**config.mk**
```make
export PLATFORM = sky130hd
export DESIGN_NAME = capturador_clave_teclado
export DESIGN_NICKNAME = d
export VERILOG_FILES = /design/src/rtl/capturador_clave_teclado.sv
export SDC_FILE = /design/constraint.sdc
export NUM_CORES = 1
export LEC_CHECK = 0
export BUFFER_PORTS_ARGS = -buffer_cell sky130_fd_sc_hd__buf_2
export CAP_MARGIN = 25
export CORE_AREA = 2 2 76 78
export CTS_BUF_LIST = sky130_fd_sc_hd__clkbuf_8
export CTS_CLUSTER_DIAMETER = 80
export DETAILED_ROUTE_END_ITERATION = 8
export DIE_AREA = 0 0 78 80
export PLACE_DENSITY = 0.77
export SYNTH_ARGS = -nofsm -noshare
export SYNTH_HDL_FRONTEND = slang
export SYNTH_SLANG_ARGS = --single-unit
```
**constraint.sdc**
```tcl
create_clock -name clk -period 3.25 [get_ports clk]
set_input_delay 0 -clock clk [delete_from_list [all_inputs] [get_ports clk]]
set_output_delay 0 -clock clk [all_outputs]
set_load 0.005 [all_outputs]
```
**src/rtl/capturador_clave_teclado.sv**
```systemverilog
// rtl/capturador_clave_teclado.sv - keypad front-end assembling a 4-digit BCD password word
// Optional feature macro: BACKSPACE_EN (code 0xC deletes the last digit)
module capturador_clave_teclado #(
    parameter int unsigned TIMEOUT_CYCLES = 1000,
    parameter int unsigned TMR_W          = 16
) (
    input  logic        clk,
    input  logic        rst,
    input  logic        sensor_vehicule,
    input  logic        key_valid,
    input  logic [3:0]  key_code,
    output logic [15:0] password_input,
    output logic        password_valid,
    output logic [2:0]  digit_count,
    output logic        entry_busy,
    output logic        key_error
);

    typedef enum logic [1:0] {
        IDLE    = 2'd0,
        COLLECT = 2'd1,
        FULL    = 2'd2,
        SEND    = 2'd3
    } state_t;

    state_t           state_q, state_d;
    logic [15:0]      buf_q, buf_d;
    logic [2:0]       count_q, count_d;
    logic [15:0]      pw_q, pw_d;
    logic             valid_q, valid_d;
    logic             err_q, err_d;
    logic             busy_q;
    logic [TMR_W-1:0] timer_q, timer_d;
    logic             expired;

    assign expired = (TIMEOUT_CYCLES != 0) && (count_q != 3'd0) &&
                     (timer_q == TMR_W'(TIMEOUT_CYCLES));

    always_ff @(posedge clk or negedge rst) begin
        if (!rst) begin
            state_q <= IDLE;
            buf_q   <= 16'h0000;
            count_q <= 3'd0;
            pw_q    <= 16'h0000;
            valid_q <= 1'b0;
            err_q   <= 1'b0;
            busy_q  <= 1'b0;
            timer_q <= '0;
        end else begin
            state_q <= state_d;
            buf_q   <= buf_d;
            count_q <= count_d;
            pw_q    <= pw_d;
            valid_q <= valid_d;
            err_q   <= err_d;
            busy_q  <= (state_d != IDLE);
            timer_q <= timer_d;
        end
    end

    always_comb begin
        state_d = state_q;
        buf_d   = buf_q;
        count_d = count_q;
        pw_d    = pw_q;
        valid_d = 1'b0;
        err_d   = 1'b0;
        if (key_valid || count_q == 3'd0 || expired) begin
            timer_d = '0;
        end else begin
            timer_d = timer_q + 1'b1;
        end

        case (state_q)
            IDLE: begin
                if (sensor_vehicule) begin
                    state_d = COLLECT;
                end
            end
            COLLECT, FULL: begin
                if (!sensor_vehicule) begin
                    state_d = IDLE;
                    buf_d   = 16'h0000;
                    count_d = 3'd0;
                end else begin
                    // Expiry clears first so a coincident key sees the empty buffer.
                    if (expired) begin
                        state_d = COLLECT;
                        buf_d   = 16'h0000;
                        count_d = 3'd0;
                    end
                    if (key_valid) begin
                        if (key_code <= 4'd9) begin
                            if (state_d == FULL) begin
                                err_d = 1'b1;
                            end else begin
                                buf_d   = {buf_d[11:0], key_code};
                                count_d = count_d + 3'd1;
                                if (count_d == 3'd4) begin
                                    state_d = FULL;
                                end
                            end
                        end else begin
                            case (key_code)
                                4'hA: begin
                                    state_d = COLLECT;
                                    buf_d   = 16'h0000;
                                    count_d = 3'd0;
                                end
                                4'hB: begin
                                    if (state_d == FULL) begin
                                        state_d = SEND;
                                        pw_d    = buf_d;
                                        valid_d = 1'b1;
                                    end else begin
                                        err_d   = 1'b1;
                                        buf_d   = 16'h0000;
                                        count_d = 3'd0;
                                    end
                                end
                                4'hC: begin
`ifdef BACKSPACE_EN
                                    if (count_d == 3'd0) begin
                                        err_d = 1'b1;
                                    end else begin
                                        buf_d   = {4'h0, buf_d[15:4]};
                                        count_d = count_d - 3'd1;
                                        state_d = COLLECT;
                                    end
`else
                                    err_d = 1'b1;
`endif
                                end
                                default: err_d = 1'b1;
                            endcase
                        end
                    end
                end
            end
            SEND: begin
                buf_d   = 16'h0000;
                count_d = 3'd0;
                state_d = sensor_vehicule ? COLLECT : IDLE;
            end
            default: state_d = IDLE;
        endcase
    end

    assign password_input = pw_q;
    assign password_valid = valid_q;
    assign digit_count    = count_q;
    assign entry_busy     = busy_q;
    assign key_error      = err_q;

endmodule
```
==> flow_metrics.env <==
export IMPL_cts_setup_buffers=0
export IMPL_timing_hold_worst_class="in2reg"
export IMPL_leakage_power_summed_over_all_cells_nw=1.41
export IMPL_grt_pass1_vias=1909
export IMPL_final_instance_count_excl_fill=364
export IMPL_async_reset_ff_share_pct=100
export IMPL_cts_sink_count=56
export IMPL_outcome="complete, no violations"
export IMPL_total_detailed_routing_wirelength_um=5170
export IMPL_worst_slew_pin_transition_ns=0.557
export IMPL_syn_cell_area_sq_um=2600
export IMPL_diodes=0
export IMPL_cts_htree_levels=2
export IMPL_place_port_buffers=29
export IMPL_layout_area_overhead_vs_synth_pct=13.6
export IMPL_synth_flop_cell="dfrtp_1"
export IMPL_crit_type="reg2reg"
export IMPL_p_per_area_nw_per_um2=492
export IMPL_drive_above_1_share_pct=15.1
export IMPL_via_density=5.54
export IMPL_min_period_over_period_pct=84.2
export IMPL_cp_end_kind="register"
export IMPL_place_congestion=0.909
export IMPL_setup_tns_ns=0
export IMPL_place_detailed_hpwl_um=3660
export IMPL_drc=0
export IMPL_synth_warnings=0
export IMPL_critical_path_slowest_cell="dfrtp_1"
export IMPL_die_area_sq_um=6240
export IMPL_max_freq_ghz=0.365
export IMPL_die_width_um=78
export IMPL_hold_slack_ns=0.0309
export IMPL_nNetsFinal=306
export IMPL_cts_repair_resize_count=0
export IMPL_worst_setup_hold_path_clk_slew_ns=0.09
export IMPL_critical_path_max_stage_delay_ns=0.42
export IMPL_tritoncts_clock_tree="done"
export IMPL_max_clock_path_buffers=2
export IMPL_worst_ir_drop_vdd_v=0.000275
export IMPL_i_o_pins=30
export IMPL_cts_root_buffer="clkbuf_8"
export IMPL_vias=2018
export IMPL_synth_fp_nets=272
export IMPL_hold_viol=0
export IMPL_finalMaxSlewViolations=0
export IMPL_timing_critical_path_from_type="register"
export IMPL_first_pass_grt_wire_length_um=8760
export IMPL_cap_violations=0
export IMPL_postSynthRegisterBits=56
export IMPL_post_synth_cell_area_avg_sq_um=10.1
export IMPL_ys_types=40
export IMPL_worst_slew_margin_rel_pct=62.8
export IMPL_cp_data_arrival_time_ns=2.91
export IMPL_period_needed_ns=2.74
export IMPL_final_util_pct=54.7
export IMPL_grt_antenna_before_repair=0
export IMPL_placed_cells=350
export IMPL_finClkSkew_ns=0.00826
export IMPL_vertical_extent_of_the_die_um=80
export IMPL_number_of_routed_nets_with_antenna_violations=0
export IMPL_timing_critical_path_cells="and4_1, nand4b_4, or2_1, and2_1, ha_1, ha_1, and3_1, a32o_1, a41oi_1, o311ai_0"
export IMPL_seq_area_frac_synth_pct=53.8
export IMPL_rsz0062_at_grt="false"
export IMPL_worst_path_max_fanout=6
export IMPL_cts_hold_buffers=6
export IMPL_required_ns=3.42
export IMPL_firstDrtPassIters=4
export IMPL_placementRows=27
export IMPL_first_iter_violations=127
export IMPL_setup_viol_count_final=0
export IMPL_largest_net_degree_at_the_start_of_global_routing=34
export IMPL_cts_made_buffers=5
export IMPL_grt_remaining_overflow=0
export IMPL_synth_edf_count=0
export IMPL_gr_usage_all_layers_pct=17.8
export IMPL_initial_core_util_pct=48.2
export IMPL_cpMostUsedCell="ha_1"
export IMPL_drt_wirelength_per_cell_um=14.2
export IMPL_clock_insertion_delay_worst_skew_ns=0.31
export IMPL_netlist_instances=257
export IMPL_coreArea_sq_um=5410
cell type report:
| cell class | instances | area [sq um] |
|---|---|---|
| clock buffers | 5 | 68.8 |
| fillers | 500 | 2450 |
| clock inverters | 3 | 20.0 |
| multi-input cells | 179 | 1110 |
| inverters | 10 | 37.5 |
| flip-flops and latches | 56 | 1400 |
| repair buffers | 39 | 235 |
| well taps | 72 | 90.1 |
synth_stat cells (4+ instances only):
| library cell | n | share of area (%) |
|---|---|---|
| nor2_1 | 22 | 3.2 |
| xor2_1 | 7 | 2.4 |
| nor3_1 | 5 | 0.96 |
| o21ai_0 | 20 | 3.8 |
| ha_1 | 7 | 3.4 |
| nor4b_1 | 4 | 1.3 |
| nand2_1 | 43 | 6.2 |
| nand4_1 | 4 | 0.96 |
| a22o_1 | 18 | 6.1 |
| xnor2_1 | 7 | 2.4 |
| nand3_1 | 9 | 1.7 |
| dfrtp_1 | 56 | 54 |
| and3_1 | 8 | 1.9 |
| clkbuf_1 | 7 | 1.0 |
| inv_1 | 10 | 1.4 |
through the flow:
stage               power, mW  worst slack (ns)  area [sq um]
CTS                      1.47             0.544          2960
floorplan                1.01             0.551          2610
global route             1.53             0.373          2960
finish                   1.46             0.514          2960
global placement         1.08             0.645          2810
detailed placement       1.09             0.560          2810
cell families after synthesis:
kind of cell,Yosys count,share of synthesized area [%]
and+or+nand+nor,106,20.2
DFF,56,53.8
AOI/OAI and AO/OA,52,14.0
buffers and inverters,22,3.99
xor gates and xnor gates,14,4.71
adders and majority gates,7,3.36
per-layer routing:
metal	part of all wire [%]	track usage, %	vias to the layer above
met1	46	23.9	988
li1	-	-	963
met2	48	28.4	58
met3	4.3	3.05	9
met5	0	0	-
met4	1.8	8.07	0
critical path, delay by kind of cell, from the launching register on:
family	cells	cell delay, ns
and+or+nand+nor	5	1.21
DFF	1	0.42
adders and majority gates	2	0.38
AOI/OAI and AO/OA	3	0.59
where the power goes:
part / switching (mW) / internal [mW] / total (mW)
Combinational: 0.188 / 0.115 / 0.303
Sequential: 0.0366 / 0.741 / 0.777
Clock: 0.225 / 0.151 / 0.376
registers in the layout, summed over array words and instances (netlist names):
name            flops
buf_q              16
digit_count         3
entry_busy          1
key_error           1
password_input     16
password_valid      1
state_q             2
timer_q            16
final timing paths:
path | startpoint | to | slack (ns) | depth (start not counted)
setup / recovery | timer_q[6] | entry_busy | 0.51 | 10
hold / removal | key_valid | key_error | 0.03 | 3
setup reg to reg | timer_q[6] | entry_busy | 0.51 | 10
hold reg to reg | password_input[11] | password_input[11] | 0.48 | 2
max in group asynchronous | rst | digit_count[0] | 2.24 | 3
min in group asynchronous | rst | timer_q[9] | 0.21 | 2
placed cells by master (no fill, tap or decap), drive strengths merged, types with 2 or more instances in the layout:
cell and instances:
nand3 9, xor2 7, dfrtp 56, and2 2, nor2 22, xnor2 7, inv 11, a21oi 2
nor4b 4, nor3 5, and3 8, or2 2, nand4b 2, o21ai 20, ha 7, dlygate4sd3 6
a31oi 2, clkbuf 5, buf 33, nand4 4, nand2 43, a22o 18
No activity file was read; power rests on OpenSTA's default activity.
